===== config.mk =====
export PLATFORM = sky130hd
export DESIGN_NAME = execute_mc_flat
export DESIGN_NICKNAME = d
export VERILOG_FILES = /design/src/rtl/execute_mc_if.sv /design/src/rtl/execute_mc.sv /design/src/flat_wrapper.sv
export SDC_FILE = /design/constraint.sdc
export NUM_CORES = 1
export LEC_CHECK = 0
export ABC_AREA = 1
export CAP_MARGIN = 30
export CORE_ASPECT_RATIO = 0.5
export CORE_MARGIN = 3
export CORE_UTILIZATION = 47
export CTS_CLUSTER_SIZE = 8
export DETAILED_ROUTE_END_ITERATION = 10
export PLACE_DENSITY_LB_ADDON = 0.12
export RECOVER_POWER = 100
export SLEW_MARGIN = 30
export SYNTH_ARGS = -nofsm -noshare
export SYNTH_HDL_FRONTEND = slang
export SYNTH_SLANG_ARGS = --single-unit
export TNS_END_PERCENT = 1

===== constraint.sdc =====
create_clock -name clk -period 3.4 [get_ports clk]
set_input_delay 0.51 -clock clk [delete_from_list [all_inputs] [get_ports clk]]
set_output_delay 0.51 -clock clk [all_outputs]
set_load 0.01 [all_outputs]

===== src/rtl/execute_mc_if.sv =====
// execute_mc_if: bundle between the Decode/Execute register, the hazard
// unit and the Memory stage for the multi-cycle Execute stage.
//   slave  : the Execute stage (consumes Decode controls/operands,
//            produces stall, branch resolution, flags and the E/M register)
//   master : whoever drives Execute (pipeline glue or a testbench)
// Parameters: WIDTH (datapath width), ADDR_W (register-address width).
interface execute_mc_if #(
    parameter int WIDTH  = 32,
    parameter int ADDR_W = 4
);
    logic              valid_e;
    logic              reg_write_e;
    logic              mem_to_reg_e;
    logic              mem_write_e;
    logic              pc_src_e;
    logic              branch_e;
    logic              alu_src_e;
    logic              flag_write_e;
    logic [1:0]        fwd_a_e;
    logic [1:0]        fwd_b_e;
    logic [WIDTH-1:0]  rd_a_e;
    logic [WIDTH-1:0]  rd_b_e;
    logic [WIDTH-1:0]  ext_e;
    logic [WIDTH-1:0]  result_w;
    logic [WIDTH-1:0]  fwd_m;
    logic [ADDR_W-1:0] wa3_e;
    logic [3:0]        alu_control_e;
    logic [3:0]        cond_e;
    logic              flush_m;

    logic              stall_e;
    logic              branch_taken_e;
    logic [3:0]        flags_o;
    logic [WIDTH-1:0]  alu_result_m;
    logic [WIDTH-1:0]  write_data_m;
    logic [ADDR_W-1:0] wa3_m;
    logic              reg_write_m;
    logic              mem_to_reg_m;
    logic              mem_write_m;
    logic              pc_src_m;

    modport slave (
        input  valid_e, reg_write_e, mem_to_reg_e, mem_write_e, pc_src_e,
               branch_e, alu_src_e, flag_write_e, fwd_a_e, fwd_b_e,
               rd_a_e, rd_b_e, ext_e, result_w, fwd_m, wa3_e,
               alu_control_e, cond_e, flush_m,
        output stall_e, branch_taken_e, flags_o, alu_result_m, write_data_m,
               wa3_m, reg_write_m, mem_to_reg_m, mem_write_m, pc_src_m
    );

    modport master (
        output valid_e, reg_write_e, mem_to_reg_e, mem_write_e, pc_src_e,
               branch_e, alu_src_e, flag_write_e, fwd_a_e, fwd_b_e,
               rd_a_e, rd_b_e, ext_e, result_w, fwd_m, wa3_e,
               alu_control_e, cond_e, flush_m,
        input  stall_e, branch_taken_e, flags_o, alu_result_m, write_data_m,
               wa3_m, reg_write_m, mem_to_reg_m, mem_write_m, pc_src_m
    );
endinterface


===== src/rtl/execute_mc.sv =====
// execute_mc: multi-cycle Execute stage of the pipelined ARM core.
// Forwarding muxes, ALU, NZCV flag register, ARM condition check and the
// Execute/Memory pipeline register with bubble/flush control. With the
// EXEC_MUL_EN macro defined, op 1000 runs an iterative shift-add multiplier
// that stalls the front of the pipe; without it, op 1000 is an undefined op.
// Ports:
//   clk   : clock, all state changes on the rising edge
//   reset : synchronous, active-low
//   bus   : execute_mc_if.slave (Decode inputs, hazard/branch outputs, E/M)
module execute_mc #(
    parameter int WIDTH  = 32,
    parameter int ADDR_W = 4
) (
    input  logic        clk,
    input  logic        reset,
    execute_mc_if.slave bus
);
    localparam int MSB = WIDTH - 1;

    localparam logic [3:0] OP_ADD = 4'b0000;
    localparam logic [3:0] OP_SUB = 4'b0001;
    localparam logic [3:0] OP_AND = 4'b0010;
    localparam logic [3:0] OP_ORR = 4'b0011;
    localparam logic [3:0] OP_EOR = 4'b0100;
    localparam logic [3:0] OP_MOV = 4'b0101;

    logic [WIDTH-1:0] src_a;
    logic [WIDTH-1:0] src_b_reg;
    logic [WIDTH-1:0] src_b;
    logic [WIDTH:0]   add_full;
    logic [WIDTH:0]   sub_full;
    logic [WIDTH-1:0] result;
    logic             c_next;
    logic             v_next;
    logic [3:0]       flags_next;
    logic [3:0]       flags_q;
    logic             n_q, z_q, c_q, v_q;
    logic             cond_pass;
    logic             cond_ex;
    logic             stall;
    logic             commit;

    logic [WIDTH-1:0]  alu_result_q;
    logic [WIDTH-1:0]  write_data_q;
    logic [ADDR_W-1:0] wa3_q;
    logic              reg_write_q;
    logic              mem_to_reg_q;
    logic              mem_write_q;
    logic              pc_src_q;

    assign {n_q, z_q, c_q, v_q} = flags_q;

    // Forwarding: codes 00 and 11 both take the register file value.
    always_comb begin
        case (bus.fwd_a_e)
            2'b01:   src_a = bus.result_w;
            2'b10:   src_a = bus.fwd_m;
            default: src_a = bus.rd_a_e;
        endcase
        case (bus.fwd_b_e)
            2'b01:   src_b_reg = bus.result_w;
            2'b10:   src_b_reg = bus.fwd_m;
            default: src_b_reg = bus.rd_b_e;
        endcase
    end

    assign src_b = bus.alu_src_e ? bus.ext_e : src_b_reg;

    // Condition check against the stored flags; 1111 never executes.
    always_comb begin
        case (bus.cond_e)
            4'b0000: cond_pass = z_q;
            4'b0001: cond_pass = ~z_q;
            4'b0010: cond_pass = c_q;
            4'b0011: cond_pass = ~c_q;
            4'b0100: cond_pass = n_q;
            4'b0101: cond_pass = ~n_q;
            4'b0110: cond_pass = v_q;
            4'b0111: cond_pass = ~v_q;
            4'b1000: cond_pass = c_q & ~z_q;
            4'b1001: cond_pass = ~c_q | z_q;
            4'b1010: cond_pass = (n_q == v_q);
            4'b1011: cond_pass = (n_q != v_q);
            4'b1100: cond_pass = ~z_q & (n_q == v_q);
            4'b1101: cond_pass = z_q | (n_q != v_q);
            4'b1110: cond_pass = 1'b1;
            default: cond_pass = 1'b0;
        endcase
    end

    assign cond_ex = bus.valid_e & cond_pass;

    // SUB is A + ~B + 1 so the carry out means "no borrow".
    assign add_full = {1'b0, src_a} + {1'b0, src_b};
    assign sub_full = {1'b0, src_a} + {1'b0, ~src_b} + {{WIDTH{1'b0}}, 1'b1};

`ifdef EXEC_MUL_EN
    localparam logic [3:0] OP_MUL = 4'b1000;
    localparam int         CNT_W  = $clog2(WIDTH);

    typedef enum logic [1:0] {IDLE, RUN, DONE} mul_state_t;

    mul_state_t       state_q, state_d;
    logic [CNT_W-1:0] count_q;
    logic [WIDTH-1:0] mcand_q;
    logic [WIDTH-1:0] mplier_q;
    logic [WIDTH-1:0] acc_q;
    logic             mul_start;

    // A MUL that fails its condition never starts and retires as annulled.
    assign mul_start = (state_q == IDLE) && bus.valid_e &&
                       (bus.alu_control_e == OP_MUL) && cond_ex;

    always_ff @(posedge clk) begin
        if (!reset) state_q <= IDLE;
        else        state_q <= state_d;
    end

    always_comb begin
        state_d = state_q;
        case (state_q)
            IDLE:    if (mul_start) state_d = RUN;
            RUN:     if (count_q == CNT_W'(WIDTH - 1)) state_d = DONE;
            DONE:    state_d = IDLE;
            default: state_d = IDLE;
        endcase
    end

    // The capture cycle already stalls so the operands stay put upstream.
    always_comb begin
        stall = 1'b0;
        case (state_q)
            IDLE:    stall = mul_start;
            RUN:     stall = 1'b1;
            default: stall = 1'b0;
        endcase
    end

    // Operands are latched at capture, so forwarding changes during RUN
    // cannot disturb the product.
    always_ff @(posedge clk) begin
        if (!reset) begin
            count_q  <= '0;
            mcand_q  <= '0;
            mplier_q <= '0;
            acc_q    <= '0;
        end else begin
            case (state_q)
                IDLE: begin
                    if (mul_start) begin
                        mcand_q  <= src_a;
                        mplier_q <= src_b;
                        acc_q    <= '0;
                        count_q  <= '0;
                    end
                end
                RUN: begin
                    if (mplier_q[0]) acc_q <= acc_q + mcand_q;
                    mcand_q  <= mcand_q << 1;
                    mplier_q <= mplier_q >> 1;
                    count_q  <= count_q + CNT_W'(1);
                end
                default: ;
            endcase
        end
    end
`else
    assign stall = 1'b0;
`endif

    // Logic, MOV, MUL and undefined ops leave C and V untouched.
    always_comb begin
        result = '0;
        c_next = c_q;
        v_next = v_q;
        case (bus.alu_control_e)
            OP_ADD: begin
                result = add_full[MSB:0];
                c_next = add_full[WIDTH];
                v_next = (src_a[MSB] == src_b[MSB]) && (add_full[MSB] != src_a[MSB]);
            end
            OP_SUB: begin
                result = sub_full[MSB:0];
                c_next = sub_full[WIDTH];
                v_next = (src_a[MSB] != src_b[MSB]) && (sub_full[MSB] != src_a[MSB]);
            end
            OP_AND: result = src_a & src_b;
            OP_ORR: result = src_a | src_b;
            OP_EOR: result = src_a ^ src_b;
            OP_MOV: result = src_b;
`ifdef EXEC_MUL_EN
            OP_MUL: result = acc_q;
`endif
            default: result = '0;
        endcase
    end

    assign flags_next = {result[MSB], (result == '0), c_next, v_next};
    assign commit     = cond_ex & ~stall;

    always_ff @(posedge clk) begin
        if (!reset)                           flags_q <= 4'b0000;
        else if (commit && bus.flag_write_e)  flags_q <= flags_next;
    end

    // Data fields load every cycle; only the control bits are gated.
    // A stall or flush turns the slot into a bubble.
    always_ff @(posedge clk) begin
        if (!reset) begin
            alu_result_q <= '0;
            write_data_q <= '0;
            wa3_q        <= '0;
            reg_write_q  <= 1'b0;
            mem_to_reg_q <= 1'b0;
            mem_write_q  <= 1'b0;
            pc_src_q     <= 1'b0;
        end else begin
            alu_result_q <= result;
            write_data_q <= src_b_reg;
            wa3_q        <= bus.wa3_e;
            if (stall || bus.flush_m) begin
                reg_write_q  <= 1'b0;
                mem_to_reg_q <= 1'b0;
                mem_write_q  <= 1'b0;
                pc_src_q     <= 1'b0;
            end else begin
                reg_write_q  <= bus.reg_write_e & cond_ex;
                mem_to_reg_q <= bus.mem_to_reg_e;
                mem_write_q  <= bus.mem_write_e & cond_ex;
                pc_src_q     <= bus.pc_src_e & cond_ex;
            end
        end
    end

    assign bus.stall_e        = stall;
    assign bus.branch_taken_e = bus.branch_e & commit;
    assign bus.flags_o        = flags_q;
    assign bus.alu_result_m   = alu_result_q;
    assign bus.write_data_m   = write_data_q;
    assign bus.wa3_m          = wa3_q;
    assign bus.reg_write_m    = reg_write_q;
    assign bus.mem_to_reg_m   = mem_to_reg_q;
    assign bus.mem_write_m    = mem_write_q;
    assign bus.pc_src_m       = pc_src_q;
endmodule


===== src/flat_wrapper.sv =====
// flat-port wrapper written by rule: the top's interface ports become plain ports
module execute_mc_flat 
#(
    parameter int WIDTH  = 32,
    parameter int ADDR_W = 4
)
  (clk, reset, bus_valid_e, bus_reg_write_e, bus_mem_to_reg_e, bus_mem_write_e, bus_pc_src_e, bus_branch_e, bus_alu_src_e, bus_flag_write_e, bus_fwd_a_e, bus_fwd_b_e, bus_rd_a_e, bus_rd_b_e, bus_ext_e, bus_result_w, bus_fwd_m, bus_wa3_e, bus_alu_control_e, bus_cond_e, bus_flush_m, bus_stall_e, bus_branch_taken_e, bus_flags_o, bus_alu_result_m, bus_write_data_m, bus_wa3_m, bus_reg_write_m, bus_mem_to_reg_m, bus_mem_write_m, bus_pc_src_m);
  execute_mc_if #(.WIDTH(WIDTH), .ADDR_W(ADDR_W)) bus_i ();
  input  logic clk;
  input  logic reset;
  input wire logic [$bits(bus_i.valid_e)-1:0] bus_valid_e;
  input wire logic [$bits(bus_i.reg_write_e)-1:0] bus_reg_write_e;
  input wire logic [$bits(bus_i.mem_to_reg_e)-1:0] bus_mem_to_reg_e;
  input wire logic [$bits(bus_i.mem_write_e)-1:0] bus_mem_write_e;
  input wire logic [$bits(bus_i.pc_src_e)-1:0] bus_pc_src_e;
  input wire logic [$bits(bus_i.branch_e)-1:0] bus_branch_e;
  input wire logic [$bits(bus_i.alu_src_e)-1:0] bus_alu_src_e;
  input wire logic [$bits(bus_i.flag_write_e)-1:0] bus_flag_write_e;
  input wire logic [$bits(bus_i.fwd_a_e)-1:0] bus_fwd_a_e;
  input wire logic [$bits(bus_i.fwd_b_e)-1:0] bus_fwd_b_e;
  input wire logic [$bits(bus_i.rd_a_e)-1:0] bus_rd_a_e;
  input wire logic [$bits(bus_i.rd_b_e)-1:0] bus_rd_b_e;
  input wire logic [$bits(bus_i.ext_e)-1:0] bus_ext_e;
  input wire logic [$bits(bus_i.result_w)-1:0] bus_result_w;
  input wire logic [$bits(bus_i.fwd_m)-1:0] bus_fwd_m;
  input wire logic [$bits(bus_i.wa3_e)-1:0] bus_wa3_e;
  input wire logic [$bits(bus_i.alu_control_e)-1:0] bus_alu_control_e;
  input wire logic [$bits(bus_i.cond_e)-1:0] bus_cond_e;
  input wire logic [$bits(bus_i.flush_m)-1:0] bus_flush_m;
  output wire logic [$bits(bus_i.stall_e)-1:0] bus_stall_e;
  output wire logic [$bits(bus_i.branch_taken_e)-1:0] bus_branch_taken_e;
  output wire logic [$bits(bus_i.flags_o)-1:0] bus_flags_o;
  output wire logic [$bits(bus_i.alu_result_m)-1:0] bus_alu_result_m;
  output wire logic [$bits(bus_i.write_data_m)-1:0] bus_write_data_m;
  output wire logic [$bits(bus_i.wa3_m)-1:0] bus_wa3_m;
  output wire logic [$bits(bus_i.reg_write_m)-1:0] bus_reg_write_m;
  output wire logic [$bits(bus_i.mem_to_reg_m)-1:0] bus_mem_to_reg_m;
  output wire logic [$bits(bus_i.mem_write_m)-1:0] bus_mem_write_m;
  output wire logic [$bits(bus_i.pc_src_m)-1:0] bus_pc_src_m;
  assign bus_i.valid_e = bus_valid_e;
  assign bus_i.reg_write_e = bus_reg_write_e;
  assign bus_i.mem_to_reg_e = bus_mem_to_reg_e;
  assign bus_i.mem_write_e = bus_mem_write_e;
  assign bus_i.pc_src_e = bus_pc_src_e;
  assign bus_i.branch_e = bus_branch_e;
  assign bus_i.alu_src_e = bus_alu_src_e;
  assign bus_i.flag_write_e = bus_flag_write_e;
  assign bus_i.fwd_a_e = bus_fwd_a_e;
  assign bus_i.fwd_b_e = bus_fwd_b_e;
  assign bus_i.rd_a_e = bus_rd_a_e;
  assign bus_i.rd_b_e = bus_rd_b_e;
  assign bus_i.ext_e = bus_ext_e;
  assign bus_i.result_w = bus_result_w;
  assign bus_i.fwd_m = bus_fwd_m;
  assign bus_i.wa3_e = bus_wa3_e;
  assign bus_i.alu_control_e = bus_alu_control_e;
  assign bus_i.cond_e = bus_cond_e;
  assign bus_i.flush_m = bus_flush_m;
  assign bus_stall_e = bus_i.stall_e;
  assign bus_branch_taken_e = bus_i.branch_taken_e;
  assign bus_flags_o = bus_i.flags_o;
  assign bus_alu_result_m = bus_i.alu_result_m;
  assign bus_write_data_m = bus_i.write_data_m;
  assign bus_wa3_m = bus_i.wa3_m;
  assign bus_reg_write_m = bus_i.reg_write_m;
  assign bus_mem_to_reg_m = bus_i.mem_to_reg_m;
  assign bus_mem_write_m = bus_i.mem_write_m;
  assign bus_pc_src_m = bus_i.pc_src_m;
  execute_mc #(.WIDTH(WIDTH), .ADDR_W(ADDR_W)) u_core (.clk(clk), .reset(reset), .bus(bus_i));
endmodule

==> metrics.md, run 1 <==
| Metric | Value |
|---|---|
| Status | stopped before the end |
| Fail Step | 5_1_grt |
| Run Error | [ERROR GRT-0232] Routing congestion too high. Check the congestion heatmap in the GUI. |
| Initial antenna violation count | 12 |
| CTS Buf Count | 9 |
| Largest net degree at the start of global routing | 38 |
| Sequential element share of the synthesized area | 0.138 |
| Commonest cells in the netlist | 650 x nand2_1, 371 x inv_1, 184 x nand3_1, 169 x nor2_1, 103 x ha_1 |
| Die span in x | 223 um |
| FF+latch count, synth | 76 |
| YS warnings | 0 |
| Netlist cell types | 49 |
| Total GRT Usage | 0.734 |
| Post-Syn Instances | 2,006 |
| Synthesized area | 11,100 sq um |
| Most area-consuming cells after synthesis | nand2_1 22%, dfxtp_1 14%, inv_1 13% |
| Placement Rows | 38 |
| Mean Syn Cell Area | 5.51 sq um |
| Most numerous cell in the Yosys netlist | nand2_1 |
| Synth Net Count | 2,298 |
| Post-CTS Hold Fix Bufs | 0 |
| Worst_ep kind | register input |
| Clock sink count | 76 |
| Root Buffer | clkbuf_16 |
| Post-synth top area share | 0.221 |
| H-Tree Depth | 3 |
| Overflow after GRT | 62 |
| Placed cell area | 17,000 sq um |
| Dpl cells | 2,926 |
| Area leader, netlist | nand2_1 |
| Most used DFF post-synth | dfxtp_1 |
| Dpl hpwl | 47,100 um |
| Deepest clock path buffer count | 2 |
| GRT worst endpoint | u_core.bus.flags_o[2]$_SDFFE_PN0P_/D |
| I/O pin count | 265 |
| Placer Congestion | 1.07 |
| Die Ht | 114 um |
| Asr flop ratio synth | 0 |
| Starting Density | 0.495 |
| Post-synth EDFFs | 0 |
| IO buf count | 263 |
==> metal layers <==
layer  GRT usage  GRT overflow
met5       0.480             0
met4       0.636            34
met3       0.616             3
met2       0.880            17
met1       0.751             8
==> repair_timing <==
action,in CTS
gates resized for setup,251
setup endpoints to repair,30
pin swaps,45
setup buffers,21
hold endpoints to repair,0
cloned,2
==> metrics by stage <==
stage          TNS, ns  setup slack (ns)
2_1_floorplan        0           0.00408
3_3_place_gp    -23.49             -1.18
3_5_place_dp    -25.26             -1.22
4_1_cts              0          0.000484
==> cell families after synthesis <==
logic type	Yosys count	share of synthesized area
buffers and inverters	469	0.173
adders and majority gates	105	0.120
AOI/OAI and AO/OA	261	0.150
DFF	76	0.138
xor gates and xnor gates	1	0.000793
other	1	0.000339
and+or+nand+nor	1093	0.418
==> inputs of run 2 (changes only) <==
--- a/config.mk
+++ b/config.mk
@@ -7,12 +7,10 @@
 export LEC_CHECK = 0
 export ABC_AREA = 1
 export CAP_MARGIN = 30
-export CORE_ASPECT_RATIO = 0.5
 export CORE_MARGIN = 3
-export CORE_UTILIZATION = 47
-export CTS_CLUSTER_SIZE = 8
+export CORE_UTILIZATION = 40
 export DETAILED_ROUTE_END_ITERATION = 10
-export PLACE_DENSITY_LB_ADDON = 0.12
+export PLACE_DENSITY_LB_ADDON = 0.15
 export RECOVER_POWER = 100
 export SLEW_MARGIN = 30
 export SYNTH_ARGS = -nofsm -noshare
==> constraint.sdc (replaced) <==
create_clock -name clk -period 4.42 [get_ports clk]
set_input_delay 0.663 -clock clk [delete_from_list [all_inputs] [get_ports clk]]
set_output_delay 0.663 -clock clk [all_outputs]
set_load 0.01 [all_outputs]
==> metrics.md, run 2 <==
| Metric | Value |
|---|---|
| Critical Path End Type | flop |
| Area Overhead vs Synth | 58.9% |
| Most used DFF post-synth | dfxtp_1 (unchanged) |
| Starting Density | 0.409 (was 0.495) |
| Die Ht | 172 um (was 114 um) |
| Synthesized area | 11,100 sq um (unchanged) |
| Initial antenna violation count | 1 |
| YS warnings | 0 (unchanged) |
| Worst Hold Class | reg2reg |
| Slowest CP cell | clkdlybuf4s50_1 |
| Startpoint Class | input pin |
| Setup_tns | 0 ns |
| Dpl hpwl | 43,700 um (was 47,100 um) |
| I/O pin count | 265 (unchanged) |
| Root Buffer | clkbuf_16 (unchanged) |
| Commonest cells after routing, fill and taps aside | 645 x nand2_1, 412 x buf_4, 371 x inv_1 |
| Final-report setup violation count | 0 |
| Power per cell area | 284 nW/um^2 |
| H-Tree Depth | 3 (unchanged) |
| Post-synth top area share | 0.221 (unchanged) |
| Rel. slew slack | 0.442 |
| Crit-path max FO | 13 |
| Die span in x | 172 um (was 223 um) |
| Placer Congestion | 1.02 (was 1.07) |
| Layout cells sized above 1 | 0.214 |
| FF+latch count, synth | 76 (unchanged) |
| Vias | 15.3k |
| First-pass GRT wire length | 77,300 um |
| Netlist cell types | 49 (unchanged) |
| Commonest cells in the netlist | 650 x nand2_1, 371 x inv_1, 184 x nand3_1, 169 x nor2_1, 103 x ha_1 (unchanged) |
| Total GRT Usage | 0.340 |
| DRC errors left | 0 |
| Fin crit share | 0.971 |
| Routed vias/inst | 5.16 |
| Most area-consuming cells after synthesis | nand2_1 22%, dfxtp_1 14%, inv_1 13% (unchanged) |
| Routed Antenna Nets | 0 |
| Vias in the first global route | 14.4k |
| CTS Buf Count | 9 (unchanged) |
| Worst-Margin Slew | 0.838 ns |
| Largest net degree at the start of global routing | 46 |
| Final Hold Vio Count | 0 |
| Reg clk slew, reported paths | 0.06 ns |
| R2r worst-path depth | 13 |
| Area leader, netlist | nand2_1 (unchanged) |
| Critical path type | in2reg |
| Min Tclk post-route | 4.29 ns |
| Post-Syn Instances | 2,006 (unchanged) |
| Asr flop ratio synth | 0 (unchanged) |
| Max Clock Skew | 0.0100 ns |
| Total of max-cap violations | 0 |
| CTS tree | yes |
| Routed WL per cell | 17.3 um |
| Min Hold Slack | 0.589 ns |
| IO buf count | 263 (unchanged) |
| Final Max Tran Viols | 0 |
| Skew-Pair Late Insertion Delay | 0.35 ns |
| Worst setup path startpoint | bus_fwd_a_e[0] |
| Die area | 29,700 sq um |
| Clock sink count | 76 (unchanged) |
| Commonest non-fill, non-tap cell in the layout | nand2_1 |
| Status | complete, no violations (was stopped before the end) |
| Overflow after GRT | 0 |
| First DRT Iteration DRCs | 1,255 |
| Hold Crit Start | u_core.bus.flags_o[1] |
| Post-synth EDFFs | 0 (unchanged) |
| Post-CTS Hold Fix Bufs | 0 (unchanged) |
| Placement Rows | 60 (was 38) |
| R2R Path Start | u_core.bus.flags_o[0] |
| FMAX | 0.233 GHz |
| Most numerous cell in the Yosys netlist | nand2_1 (unchanged) |
| Sequential element share of the synthesized area | 0.138 (unchanged) |
| Synth Net Count | 2,298 (unchanged) |
| Core area | 27,000 sq um |
| Final nets | 2,918 |
| Deepest clock path buffer count | 2 (unchanged) |
| First drt pass iteration count | 6 |
| Crit path DAT | 4.56 ns |
| Max incr delay on CP | 0.48 ns |
| Critical Path RT | 4.68 ns |
| Hold Path Cell Cnt | 2 |
| Mean Syn Cell Area | 5.51 sq um (unchanged) |
| Leakage power total | 0.00985 uW |
| Post-Route WL | 51,400 um |
| Worst vdd ir | 0.199 mV |
run 2: worst paths after layout:
kind                            slack [ns]               endpoint
worst max register to register        2.26  u_core.bus.flags_o[0]
worst min-delay path                  0.59  u_core.bus.flags_o[1]
worst min register to register        0.59  u_core.bus.flags_o[1]
worst max-delay path                  0.13  u_core.bus.flags_o[2]
run 2: area by class of cell:
type	instances	area (sq um)
clock buffer	9	225
tap	341	427
clock inverter	7	98.8
multi-input combinational	1461	7810
antenna	1	2.50
timing repair buffer	690	6010
inverter	388	1460
fill	2620	9470
sequential	76	1520
run 2: kinds of logic (layout without fill, tap and decap cells):
kind of cell	Yosys count	count (layout)	share of synthesized area
flops	76	76	0.138
simple gates	1093	1093	0.418
buf+inv	469	1094	0.173
compound gates	261	261	0.150
other cells	1	2	0.000339
fa+ha+maj	105	105	0.120
xor+xnor	1	1	0.000793
run 2: per-layer routing:
| metal | routed length [um] | global-route usage |
|---|---|---|
| met1 | 22500 | 0.466 |
| met2 | 22700 | 0.538 |
| met3 | 4750 | 0.0642 |
| met4 | 1570 | 0.109 |
| met5 | 0 | 0 |
run 2: where the power goes:
group / switching (uW) / leakage, uW / internal, uW
Sequential: 13.7 / 0.000624 / 735
Combinational: 1820 / 0.00907 / 1540
Clock: 373 / 0.000156 / 501
run 2: what timing repair did:
item,CTS,global route
pin swaps,0,3
endpoints found under the setup margin,1,5
gates cloned,0,1
gates resized for setup,3,64
setup buffers,0,3
run 2: per-stage QoR:
| stage | cells | power [uW] | worst slack (ns) | utilization | instance area (sq um) |
|---|---|---|---|---|---|
| finish | 2973 | 4990 | 0.128 | 0.650 | 17600 |
| global route | 2972 | 5330 | -0.0239 | 0.650 | 17600 |
| CTS | 2968 | 4880 | 0.00371 | 0.641 | 17300 |
| detailed placement | 2952 | 4000 | -0.405 | 0.628 | 17000 |
| global placement | 2952 | 3950 | -0.357 | 0.628 | 17000 |
| floorplan | 2006 | 2310 | 0.725 | - | 11100 |
run 2: critical path: cells and delay by family:
family,cells,cell delay [ns]
AO/OA/AOI/OAI,3,0.53
adder cells (fa/ha/maj),2,0.62
buffers and inverters,6,1.07
AND/OR/NAND/NOR,14,1.69
(Power assumes the default switching activity.)
